### config.mk
export PLATFORM = sky130hd
export DESIGN_NAME = bcd_countdown_timer
export DESIGN_NICKNAME = d
export VERILOG_FILES = /design/src/rtl/bcd_timer_pkg.sv /design/src/rtl/bcd_digit_dec.sv /design/src/rtl/bcd_countdown_timer.sv
export SDC_FILE = /design/constraint.sdc
export NUM_CORES = 1
export LEC_CHECK = 0
export BUFFER_PORTS_ARGS = -buffer_cell sky130_fd_sc_hd__buf_2
export CORE_ASPECT_RATIO = 0.75
export CORE_MARGIN = 2
export CORE_UTILIZATION = 25
export DETAILED_ROUTE_END_ITERATION = 6
export HOLD_SLACK_MARGIN = 0.03
export SYNTH_ARGS = -nofsm -noshare
export SYNTH_HDL_FRONTEND = slang
export SYNTH_SLANG_ARGS = --single-unit
export TNS_END_PERCENT = 100
### constraint.sdc
create_clock -name Clock -period 1.72 [get_ports Clock]
set_input_delay 0.086 -clock Clock [delete_from_list [all_inputs] [get_ports Clock]]
set_output_delay 0.086 -clock Clock [all_outputs]
set_load 0.1 [all_outputs]
### src/rtl/bcd_timer_pkg.sv
// Shared definitions for the four-digit BCD countdown timer: FSM encoding and BCD constants.
package bcd_timer_pkg;

  typedef enum logic [1:0] {
    ST_IDLE    = 2'd0,
    ST_RUN     = 2'd1,
    ST_PAUSE   = 2'd2,
    ST_EXPIRED = 2'd3
  } state_e;

  localparam logic [3:0]  BCD_MAX  = 4'd9;
  localparam logic [15:0] BCD_ZERO = 16'h0000;

endpackage

### src/rtl/bcd_digit_dec.sv
// One BCD digit of the decrement borrow chain: 0 with a borrow wraps to 9 and borrows onward.
module bcd_digit_dec
  import bcd_timer_pkg::*;
(
  input  logic [3:0] digit,
  input  logic       borrow_in,
  output logic [3:0] digit_next,
  output logic       borrow_out
);

  always_comb begin
    digit_next = digit;
    borrow_out = 1'b0;
    if (borrow_in) begin
      if (digit == 4'd0) begin
        digit_next = BCD_MAX;
        borrow_out = 1'b1;
      end else begin
        digit_next = digit - 4'd1;
      end
    end
  end

endmodule

### src/rtl/bcd_countdown_timer.sv
// Four-digit BCD countdown timer with prescaled ticks, Done pulse and sticky Expired.
// Optional BCD_TIMER_AUTO_RELOAD_EN: reload the last accepted preset on expiry and keep running.
module bcd_countdown_timer
  import bcd_timer_pkg::*;
#(
  parameter int TICK_DIV = 50000,
  parameter int PRE_W    = 16
) (
  input  logic       Clock,
  input  logic       reset_n,
  input  logic       Load,
  input  logic       Start,
  input  logic       Stop,
  input  logic [3:0] Load_sec,
  input  logic [3:0] Load_tsec,
  input  logic [3:0] Load_hsec,
  input  logic [3:0] Load_msec,
  output logic [3:0] BCD_sec,
  output logic [3:0] BCD_tsec,
  output logic [3:0] BCD_hsec,
  output logic [3:0] BCD_msec,
  output logic       Running,
  output logic       Done,
  output logic       Expired,
  output logic       Load_err
);

  localparam logic [PRE_W-1:0] TICK_LAST = PRE_W'(TICK_DIV - 1);

  state_e            state_q, state_d;
  logic [PRE_W-1:0]  presc_q, presc_d;
  logic [15:0]       cnt_q, cnt_d;
  logic              done_q, done_d;
  logic              err_q, err_d;
  logic              run_q, exp_q;
`ifdef BCD_TIMER_AUTO_RELOAD_EN
  logic [15:0]       shadow_q, shadow_d;
`endif

  logic [15:0] load_val;
  logic        load_ok;
  logic        tick;
  logic [15:0] cnt_dec;
  logic [4:0]  borrow;

  assign load_val = {Load_sec, Load_tsec, Load_hsec, Load_msec};
  assign load_ok  = (Load_sec <= BCD_MAX) && (Load_tsec <= BCD_MAX) &&
                    (Load_hsec <= BCD_MAX) && (Load_msec <= BCD_MAX);
  assign tick     = (state_q == ST_RUN) && (presc_q == TICK_LAST);

  // Borrow chain, msec first; borrow[4] set means the count was already 0000.
  assign borrow[0] = 1'b1;
  for (genvar i = 0; i < 4; i++) begin : g_dec
    bcd_digit_dec u_dec (
      .digit      (cnt_q[4*i +: 4]),
      .borrow_in  (borrow[i]),
      .digit_next (cnt_dec[4*i +: 4]),
      .borrow_out (borrow[i+1])
    );
  end

  always_comb begin
    state_d = state_q;
    presc_d = presc_q;
    cnt_d   = cnt_q;
    done_d  = 1'b0;
    err_d   = 1'b0;
`ifdef BCD_TIMER_AUTO_RELOAD_EN
    shadow_d = shadow_q;
`endif

    if (state_q == ST_RUN) begin
      presc_d = tick ? '0 : presc_q + 1'b1;
    end

    if (tick && !borrow[4]) begin
      cnt_d = cnt_dec;
      if (cnt_q == 16'h0001) begin
        done_d = 1'b1;
`ifdef BCD_TIMER_AUTO_RELOAD_EN
        if (shadow_q != BCD_ZERO) begin
          cnt_d = shadow_q;
        end else begin
          state_d = ST_EXPIRED;
        end
`else
        state_d = ST_EXPIRED;
`endif
      end
    end

    // Commands: Load beats Stop beats Start; a rejected Load still masks the others.
    if (Load) begin
      if (load_ok) begin
        cnt_d   = load_val;
        presc_d = '0;
        state_d = ST_IDLE;
        done_d  = 1'b0;
`ifdef BCD_TIMER_AUTO_RELOAD_EN
        shadow_d = load_val;
`endif
      end else begin
        err_d = 1'b1;
      end
    end else if (Stop) begin
      if (state_q == ST_RUN && state_d == ST_RUN) begin
        state_d = ST_PAUSE;
      end
    end else if (Start) begin
      case (state_q)
        ST_IDLE: begin
          if (cnt_q == BCD_ZERO) begin
            state_d = ST_EXPIRED;
            done_d  = 1'b1;
          end else begin
            state_d = ST_RUN;
          end
        end
        ST_PAUSE: state_d = ST_RUN;
        default:  ;
      endcase
    end
  end

  always_ff @(posedge Clock or negedge reset_n) begin
    if (!reset_n) begin
      state_q  <= ST_IDLE;
      presc_q  <= '0;
      cnt_q    <= BCD_ZERO;
      done_q   <= 1'b0;
      err_q    <= 1'b0;
      run_q    <= 1'b0;
      exp_q    <= 1'b0;
`ifdef BCD_TIMER_AUTO_RELOAD_EN
      shadow_q <= BCD_ZERO;
`endif
    end else begin
      state_q  <= state_d;
      presc_q  <= presc_d;
      cnt_q    <= cnt_d;
      done_q   <= done_d;
      err_q    <= err_d;
      run_q    <= (state_d == ST_RUN);
      exp_q    <= (state_d == ST_EXPIRED);
`ifdef BCD_TIMER_AUTO_RELOAD_EN
      shadow_q <= shadow_d;
`endif
    end
  end

  assign {BCD_sec, BCD_tsec, BCD_hsec, BCD_msec} = cnt_q;
  assign Running  = run_q;
  assign Done     = done_q;
  assign Expired  = exp_q;
  assign Load_err = err_q;

endmodule

Word level (Yosys, flattened, before mapping)
Cells that the tools add are included.

Flip-flop bits (word level): 38. Input port bits: 21. Logic and storage cells: 76.

Add/subtract/negate cells: 5. $lt $le $gt $ge: 4. Eq/ne operators: 7. Muxes and demuxes: 40. Reduce and logical (&&, ||, !) cells: 13.

Operators by type and width (number): $mux W16 (7); $mux W4 (7); $mux W1 (17); $add A16 B1 Y16 const B (1); $eq A16 B1 Y1 const B (1); $eq A16 B16 Y1 const B (1); $le A4 B4 Y1 const B (4); $logic_not A16 Y1 (1); $logic_not A4 Y1 (4); $mux W2 (8); $sub A4 B1 Y4 const B (4); $eq A2 B1 Y1 const B (3); $logic_and A1 B1 Y1 (6); $eq A2 B2 Y1 const B (2); $pmux W2 S2 (1); $logic_not A2 Y1 (1); $logic_not A1 Y1 (1).

Logic depth before layout (Yosys ltp)
Gate-level depths: netlist (run 1).

Depth in word-level cells: 14. Mapped depth: 7. Depth with buffers taken out: 6.

Modules after synthesis
A second synthesis (run 1) with hierarchy kept.

Cell total of the unflattened synthesis: 252. Area, all modules: 2317.2 µm².

By module, submodules not included: bcd_countdown_timer (times used 1, cells each 208, area each 2001.9 µm²); bcd_digit_dec (times used 4, cells each 11, area each 78.8 µm²).

Least setup slack after synthesis (run 1)
Ideal clock, no wire load.

Path type: register to register. From: register cnt_q[2]. To: register cnt_q[14]. Library setup time: 0.082 ns. Arrival time: 2.258 ns. Required time: 1.638 ns. Path slack: -0.620 ns. Stages on the path, launching flop included: 7. Buffers on the path: 1. Cell sequence: dfrtp_1 buf_2 nor4_4 and3_1 nand3_2 or4_1 a31oi_1.

Cells in the longest elaborated chain, start to end: 10. Elaborated cells between the ends (all ways): 11. Those cells by class: 8 x mux; 3 x reduce/logical.

RTL lines: start, declared (line bcd_countdown_timer.sv:32) `logic [15:0] cnt_q, cnt_d;`; start signal, assigned (line bcd_countdown_timer.sv:140) `cnt_q <= cnt_d;`; $logic_not A4 Y1 (*) (line bcd_digit_dec.sv:15) `if (digit == 4'd0) begin`; $mux W1 (*) (line bcd_digit_dec.sv:15); $mux W1 (*) (2 in a row) (line bcd_digit_dec.sv:14) `if (borrow_in) begin`; $mux W1 (line bcd_digit_dec.sv:14); $logic_not A1 Y1 (line bcd_countdown_timer.sv:76) `if (tick && !borrow[4]) begin`; $logic_and A1 B1 Y1 (line bcd_countdown_timer.sv:76); $mux W16 (*) (line bcd_countdown_timer.sv:76); $mux W16 (line bcd_countdown_timer.sv:94) `if (load_ok) begin`; $mux W16 (*) (line bcd_countdown_timer.sv:93) `if (Load) begin`; via cnt_d[14] (line bcd_countdown_timer.sv:32).

Mark *: on every way through the listed nets, which the timed path passes. The rest lies on a longest branch.

Final worst setup path (run 1)
From: register presc_q[13]. To: register cnt_q[8].

Cells in the longest elaborated chain, start to end: 6.

RTL lines: start, declared (line bcd_countdown_timer.sv:31) `logic [PRE_W-1:0] presc_q, presc_d;`; start signal, assigned (line bcd_countdown_timer.sv:139) `presc_q <= presc_d;`; $eq A16 B16 Y1 (*) (line bcd_countdown_timer.sv:49) `assign tick = (state_q == ST_RUN) && (presc_q == TICK_LAST);`; $logic_and A1 B1 Y1 (*) (line bcd_countdown_timer.sv:49); $logic_and A1 B1 Y1 (*) (line bcd_countdown_timer.sv:76); $mux W16 (*) (line bcd_countdown_timer.sv:76); $mux W16 (line bcd_countdown_timer.sv:94); $mux W16 (*) (line bcd_countdown_timer.sv:93); via cnt_d[8] (line bcd_countdown_timer.sv:32).

Marked as above.

==> results of run 1 <==
-- synth_stat cells, drive strengths merged, types with 5 or more instances --
library cell   n
a21oi          8
nand4          5
nand3         12
buf            5
nor4           5
a31oi         11
xor2          11
nand2         25
o21ai          8
dfrtp         38
nor2          37
-- cell type report --
class / count / area (um2) / share of cell area
tap: 108 / 135 / 0.0408
inverter: 4 / 15.0 / 0.00454
clock inverter: 3 / 40.0 / 0.0121
multi-input combinational: 183 / 1320 / 0.399
clock buffer: 5 / 125 / 0.0378
timing repair buffer: 98 / 679 / 0.205
sequential: 38 / 993 / 0.300
-- critical path: stages, from the launching register on --
cell and delay (ns):
dfrtp_1 0.38, nor4_2 0.30, nor3b_4 0.23, buf_6 0.15
nand3_2 0.11, or4_1 0.43, a31oi_1 0.17
-- layout by cell type (no fill, tap or decap), types with 4 or more instances in the layout --
cell	n
o41ai_2	4
buf_2	40
o21ai_0	7
clkbuf_16	5
dfrtp_1	22
dfrtp_4	9
mux2i_1	4
nand3_1	8
xor2_1	11
nor2_1	35
dfrtp_2	7
a31oi_1	11
nand4_1	5
nand2_1	22
buf_4	50
a21oi_1	6
-- logic make-up (layout without fill, tap and decap cells) --
| kind of cell | Yosys count | count (layout) | share of synthesized area |
|---|---|---|---|
| and+or+nand+nor | 116 | 116 | 0.300 |
| AOI/OAI and AO/OA | 47 | 47 | 0.145 |
| DFF | 38 | 38 | 0.442 |
| xor gates and xnor gates | 14 | 14 | 0.0570 |
| buffers and inverters | 13 | 110 | 0.0268 |
| muxes | 5 | 5 | 0.0239 |
| adders and majority gates | 1 | 1 | 0.00582 |
-- repair_timing --
action,4_1_cts,5_1_grt
pin swaps,3,13
hold buffers,3,0
setup buffers,1,4
resized for setup,15,21
endpoints found under the setup margin,20,35
endpoints found under the hold margin,20,0
-- flip-flops by register name, summed over array words and instances (netlist names) --
| register | cells |
|---|---|
| Done | 1 |
| Load_err | 1 |
| presc_q | 16 |
| Running | 1 |
| state_q | 2 |
| cnt_q | 16 |
| Expired | 1 |
-- how the worst max path moves through the flow --
| stage | cells after the start | start | end | slack (ns) |
|---|---|---|---|---|
| 2_1_floorplan | 5 | cnt_q[3]$_DFF_PN0_ | cnt_q[14]$_DFF_PN0_ | -0.26 |
| 3_3_place_gp | 6 | presc_q[13]$_DFF_PN0_ | cnt_q[15]$_DFF_PN0_ | -0.16 |
| 3_5_place_dp | 5 | presc_q[13]$_DFF_PN0_ | cnt_q[14]$_DFF_PN0_ | -0.22 |
| 4_1_cts | 6 | presc_q[13]$_DFF_PN0_ | cnt_q[8]$_DFF_PN0_ | -0.11 |
| 5_1_grt | 6 | presc_q[13]$_DFF_PN0_ | cnt_q[8]$_DFF_PN0_ | -0.23 |
| 6_report | 6 | presc_q[13]$_DFF_PN0_ | cnt_q[8]$_DFF_PN0_ | -0.14 |
-- per-layer routing --
metal  global-route usage  routed length [um]
met4               0.0572                 117
met3               0.0303                 277
met5                    0                   0
met1                0.210                3360
met2                0.183                2590
-- power breakdown --
part           switching (W)  internal, W
Sequential          0.000162      0.00107
Combinational        0.00105     0.000413
Clock               0.000370     0.000678
-- per-stage QoR --
stage	instance area (um2)	total power [W]	cells	worst slack, ns
final	3310	0.00374	439	-0.135
after global routing	3310	0.00391	439	-0.231
after CTS	3190	0.00370	435	-0.111
after detailed placement	2920	0.00263	423	-0.222
after global placement	2920	0.00261	423	-0.159
after floorplan	2230	0.00222	234	-0.263
==> out/results.tsv, run 1 <==
stage	metric	value	unit
floorplan	coreArea	8420	um2
drt	avgRoutedWirePerCell	14.4	um
floorplan	fp.dieW	111	um
placement	hpwlAfterDp	4550	um
floorplan	die_area	9370	um2
cts	cts.clk_slew.worst_paths	0.06	ns
job	max_cap_violations	0	
worst_hold_path	hold_start	Load_msec[3]	
cells_and_area	final_nets	352	
worst_setup_path	end_kind	flip-flop	
cells_and_area	fin_util	0.393	
yosys	synth-seq-cells	38	
grt	grt_antenna_before_repair	0	
yosys	synth_edf_count	0	
sta	worst_slack	-0.135	ns
yosys	async_flop_share	1.00	
yosys	ys_types	54	
worst_setup_path	r2r-start	presc_q[13]$_DFF_PN0_	
worst_setup_path	timing.rr.end	cnt_q[8]$_DFF_PN0_	
worst_setup_path	rrSetupSlack	-0.14	ns
drt	drt_iter0_markers	90	
placement	gp_congestion	0.842	
placement	port_buffers	40	
yosys	syn_avg_cell_area	9.19	um2
floorplan	rows	29	
grt	grt_pass1_vias	2011	
yosys	ys_warn_count	0	
sta	clock_skew	0.00677	ns
yosys	yosysSeqAreaShare	0.442	
drt	ant_nets	0	
cts	root_buffer	clkbuf_16	
cts	clock_path_buffers	2	
sta	finalSetupTns	-0.904	ns
yosys	synth_top_area_frac	0.442	
sta	fmax	539	MHz
sta	drv_slew	0	
cts	numCtsBuffers	5	
sta	min_period_over_period	1.08	
power	total_leakage_power	1.43	nW
yosys	synthCells	234	
worst_hold_path	hold_path.class	in -> reg	
power	peakVddDrop	0.563	mV
cts	clkSinkCount	38	
sta	setup_viol	14	
cells_and_area	syn2layout_area_growth	53.9	%
grt	grt_pass1_wl	10100	um
yosys	synth_area	2150	um2
worst_hold_path	hold_end	cnt_q[3]$_DFF_PN0_	
cells_and_area	diodes	0	
yosys	netlist_top_cells_area	dfrtp_1 44%, nor2_1 6.5%, xor2_1 4.5%	
sta	tightest_slew	0.495	ns
floorplan	chipHeight	84.3	um
worst_setup_path	path_max_fanout	6	
drt	drc	0	
yosys	post-synth-top-area-cell	dfrtp_1	
sta	finalCriticalPeriod	1.86	ns
sta	hold_viol_final	0	
sta	hold_ws	0.0321	ns
worst_setup_path	cp_data_arrival_time	2.06	ns
grt	grt_max_degree	26	
worst_hold_path	holdPathStages	3	
grt	track_usage	0.137	
worst_setup_path	worst_ep_required_time	1.93	ns
yosys	syn_nets	256	
cts	tritoncts	yes	
grt	grt_overflow_total	0	
cells_and_area	drive_gt1_frac	0.486	
cells_and_area	nFillCells	841	
floorplan	initial_utilization	0.255	
drt	drt-total-wl	6340	um
outcome	outcome	complete, but fails checks	
sta	slew_headroom	0.670	
drt	dr.pass1.iters	4	
cts	clk_latency	0.29	ns
yosys	synth_ff_type	dfrtp_1	
drt	vias_per_cell	4.83	
worst_setup_path	startpoint_type	flip-flop	
worst_setup_path	r2r_cells	6	
worst_setup_path	crit_type	reg -> reg	
power	powerDensity	1130	nW/um2
outcome	violations	negative setup slack	
cts	cts_max_level	2	
drt	vias	2121	
sta	rsz0062_at_grt	true	
floorplan	ioPinCount	41	
Note: power is estimated with default switching activity, not from simulation.
==> run 2, diff against run 1 <==
--- a/config.mk
+++ b/config.mk
@@ -13,5 +13,6 @@
 export HOLD_SLACK_MARGIN = 0.03
 export SYNTH_ARGS = -nofsm -noshare
 export SYNTH_HDL_FRONTEND = slang
+export SYNTH_HIERARCHICAL = 1
 export SYNTH_SLANG_ARGS = --single-unit
 export TNS_END_PERCENT = 100
==> run 2 against run 1 <==
The flow still finishes with violations (negative setup slack). Synthesized cell count grew 7.7%. Area after synthesis grew 7.7%. Design area rose by 1.9%. Die area rose by 7.4%. Cell count up 9.6%. Core utilization is 2.1 points lower. Flip-flop and latch count did not move. Clock-buffer cell count is 1 higher. Register-to-register slack got worse by 0.62 ns. Sequential power is 4% lower. Non-clock buffer count increased by 3. Hold slack improved by 0.0069 ns.
==> out/results.tsv, run 2 <==
stage	metric	value	unit	change
outcome	outcome	complete, but fails checks		unchanged
outcome	violations	negative setup slack		unchanged
drt	drc	0		unchanged
grt	grt_pass1_wl	10100	um	about the same
yosys	syn_avg_cell_area	9.20	um2	was 9.19 um2
drt	drt-total-wl	6300	um	was 6340 um
floorplan	chipHeight	87.4	um	was 84.3 um
grt	grt_antenna_before_repair	0		unchanged
yosys	synth_common_cells	38 x dfrtp_1, 29 x nand2_1, 27 x nor2_1		was 38 x dfrtp_1, 37 x nor2_1, 25 x nand2_1
placement	gp_congestion	0.905		was 0.842
worst_setup_path	end_kind	flip-flop		unchanged
yosys	netlist_top_cells_area	dfrtp_1 41%, mux2i_1 6.9%, xor2_1 5.3%		was dfrtp_1 44%, nor2_1 6.5%, xor2_1 4.5%
drt	vias_per_cell	4.64		was 4.83
yosys	post-synth-top-area-cell	dfrtp_1		unchanged
drt	ant_nets	0		unchanged
sta	drv_slew	0		unchanged
yosys	ys_types	43		was 54
worst_setup_path	path_max_fanout	6		unchanged
drt	vias	2232		was 2121
floorplan	fp.dieW	115	um	was 111 um
worst_setup_path	critPathSlowestCell	dfrtp_4		was or4_1
drt	drt_iter0_markers	110		was 90
worst_setup_path	crit_type	reg -> reg		unchanged
cells_and_area	layout_commonest_cell	buf_4		unchanged
yosys	yosysSeqAreaShare	0.410		was 0.442
yosys	synth_ff_type	dfrtp_1		unchanged
floorplan	ioPinCount	41		unchanged
cts	cts_max_level	2		unchanged
power	p_int	0.00213	W	was 0.00216 W
sta	finalCriticalPeriod	2.47	ns	was 1.86 ns
cts	clkSinkCount	38		unchanged
placement	port_buffers	40		unchanged
worst_setup_path	worst_ep_required_time	1.89	ns	was 1.93 ns
sta	min_period_over_period	1.44		was 1.08
placement	dp_cells	461		was 423
power	total_leakage_power	1.51	nW	was 1.43 nW
sta	setup_viol	21		was 14
grt	grt_max_degree	33		was 26
cells_and_area	syn2layout_area_growth	45.5	%	was 53.9%
sta	hold_viol_final	0		unchanged
sta	tightest_slew	0.755	ns	was 0.495 ns
yosys	ys_warn_count	6		was 0
sta	worst_slack	-0.751	ns	was -0.135 ns
worst_setup_path	startpoint_type	flip-flop		unchanged
cells_and_area	drive_gt1_frac	0.363		was 0.486
power	combinationalPowerShare	0.457		was 0.391
job	max_cap_violations	0		unchanged
yosys	async_flop_share	1.00		unchanged
power	p_clk_frac	0.232		was 0.280
worst_hold_path	hold_path.class	in -> reg		unchanged
worst_setup_path	cp_data_arrival_time	2.64	ns	was 2.06 ns
cts	clock_path_buffers	2		unchanged
yosys	synth_edf_count	0		unchanged
cells_and_area	final_cell_mix	50 x buf_4, 40 x buf_2, 33 x dfrtp_1		was 50 x buf_4, 40 x buf_2, 35 x nor2_1
worst_setup_path	path_cells	nand2b_4 > nor4_4 > nand2b_4 > nor4_4 > nand2b_4 > nor4_4 > nand2b_4 > nor4_4 > buf_4 > nor3_4 > buf_6 > mux2i_1 > o21ai_1		was nor4_2 > nor3b_4 > buf_6 > nand3_2 > or4_1 > a31oi_1
power	peakVddDrop	0.445	mV	was 0.563 mV
grt	grt_pass1_vias	2110		was 2011
floorplan	rows	30		was 29
floorplan	initial_utilization	0.256		was 0.255
sta	rsz0062_at_grt	true		unchanged
sta	hold_ws	0.0390	ns	was 0.0321 ns
cells_and_area	stdcell_count	481		was 439
yosys	synth_top_area_frac	0.410		was 0.442
sta	finalSetupTns	-14.69	ns	was -0.904 ns
cts	numCtsBuffers	5		unchanged
power	p_sw_frac	0.440		was 0.422
cells_and_area	fin_util	0.373		was 0.393
cts	root_buffer	clkbuf_16		unchanged
cts	clk_latency	0.28	ns	was 0.29 ns
yosys	synthCells	252		was 234
sta	clock_skew	0.00590	ns	was 0.00677 ns
yosys	synth_area	2320	um2	was 2150 um2
yosys	synth-seq-cells	38		unchanged
placement	hpwlAfterDp	4720	um	was 4550 um
power	powerDensity	1130	nW/um2	about the same
cells_and_area	diodes	0		unchanged
power	p_sw	0.00167	W	was 0.00158 W
worst_setup_path	max_stage_delay	0.46	ns	was 0.43 ns
cts	cts.clk_slew.worst_paths	0.05	ns	was 0.06 ns
grt	grt_overflow_total	0		unchanged
sta	slew_headroom	0.497		was 0.670
cts	tritoncts	yes		unchanged
yosys	synthMostInstantiatedCell	dfrtp_1		unchanged
cells_and_area	final_nets	376		was 352
drt	avgRoutedWirePerCell	13.1	um	was 14.4 um
floorplan	coreArea	9050	um2	was 8420 um2
power	power_frac_seq	0.310		was 0.329
grt	track_usage	0.129		was 0.137
floorplan	die_area	10100	um2	was 9370 um2
cells_and_area	top_regs	cnt_q x16, presc_q x16, state_q x2		unchanged
placement	post-place-ws	-0.795	ns	was -0.222 ns
drt	dr.pass1.iters	4		unchanged
sta	fmax	405	MHz	was 539 MHz
run 2: critical path: cells and delay by family, from the launching register on:
family,cells,cell delay [ns]
muxes,1,0.11
buffers and inverters,2,0.31
and+or+nand+nor,9,1.29
DFF,1,0.46
AOI/OAI and AO/OA,1,0.19
run 2: cell families after synthesis:
family,count (synthesis),synth area share
and+or+nand+nor,122,0.296
AOI/OAI and AO/OA,39,0.103
DFF,38,0.410
xor gates and xnor gates,22,0.0832
muxes,16,0.0691
buffers and inverters,13,0.0319
adders and majority gates,1,0.00540
other,1,0.00162
run 2: worst paths after layout:
path	from	end	slack [ns]	cells after the start
setup / recovery	cnt_q[0]$_DFF_PN0_	cnt_q[3]$_DFF_PN0_	-0.75	13
hold / removal	Load_hsec[1]	cnt_q[5]$_DFF_PN0_	0.04	3
setup reg to reg	cnt_q[0]$_DFF_PN0_	cnt_q[3]$_DFF_PN0_	-0.75	13
hold reg to reg	presc_q[1]$_DFF_PN0_	presc_q[1]$_DFF_PN0_	0.55	2
max in group asynchronous	reset_n	cnt_q[15]$_DFF_PN0_	0.72	3
min in group asynchronous	reset_n	presc_q[5]$_DFF_PN0_	0.42	2
run 2: per-stage QoR:
stage	cell area (um2)	power [W]
2_1_floorplan	2400	0.00240
3_3_place_gp	3080	0.00288
3_5_place_dp	3080	0.00292
4_1_cts	3320	0.00384
5_1_grt	3370	0.00401
6_report	3370	0.00381
run 2: per-layer routing:
layer | wire length, um | part of all wire | vias up | track usage
li1 | - | - | 1098 | -
met1 | 3220 | 0.51 | 1072 | 0.180
met2 | 2700 | 0.43 | 58 | 0.198
met3 | 307 | 0.049 | 4 | 0.0271
met4 | 66 | 0.010 | 0 | 0.0471
met5 | 0 | 0 | - | 0
run 2: area by class of cell:
| class | count | area (um2) |
|---|---|---|
| Inverter | 6 | 22.5 |
| Tap cell | 128 | 160 |
| Sequential cell | 38 | 960 |
| Multi-Input combinational cell | 202 | 1380 |
| Timing Repair Buffer | 101 | 711 |
| Fill cell | 918 | 5670 |
| Clock buffer | 6 | 139 |
run 2: power by group through the flow:
stage,registers (W),logic (W),clock network (W)
floorplan,0.00199,0.000405,0
global placement,0.00119,0.00169,0
detailed placement,0.00119,0.00172,0
CTS,0.00118,0.00174,0.000917
global route,0.00120,0.00185,0.000955
finish,0.00118,0.00174,0.000885
run 2: repair_timing:
item / CTS / global route
hold endpoints to repair: 34 / 0
setup buffers: 4 / 4
hold buffers: 5 / 0
setup endpoints to repair: 21 / 34
cloned: 1 / 0
pin swaps: 5 / 5
gates resized for setup: 4 / 5
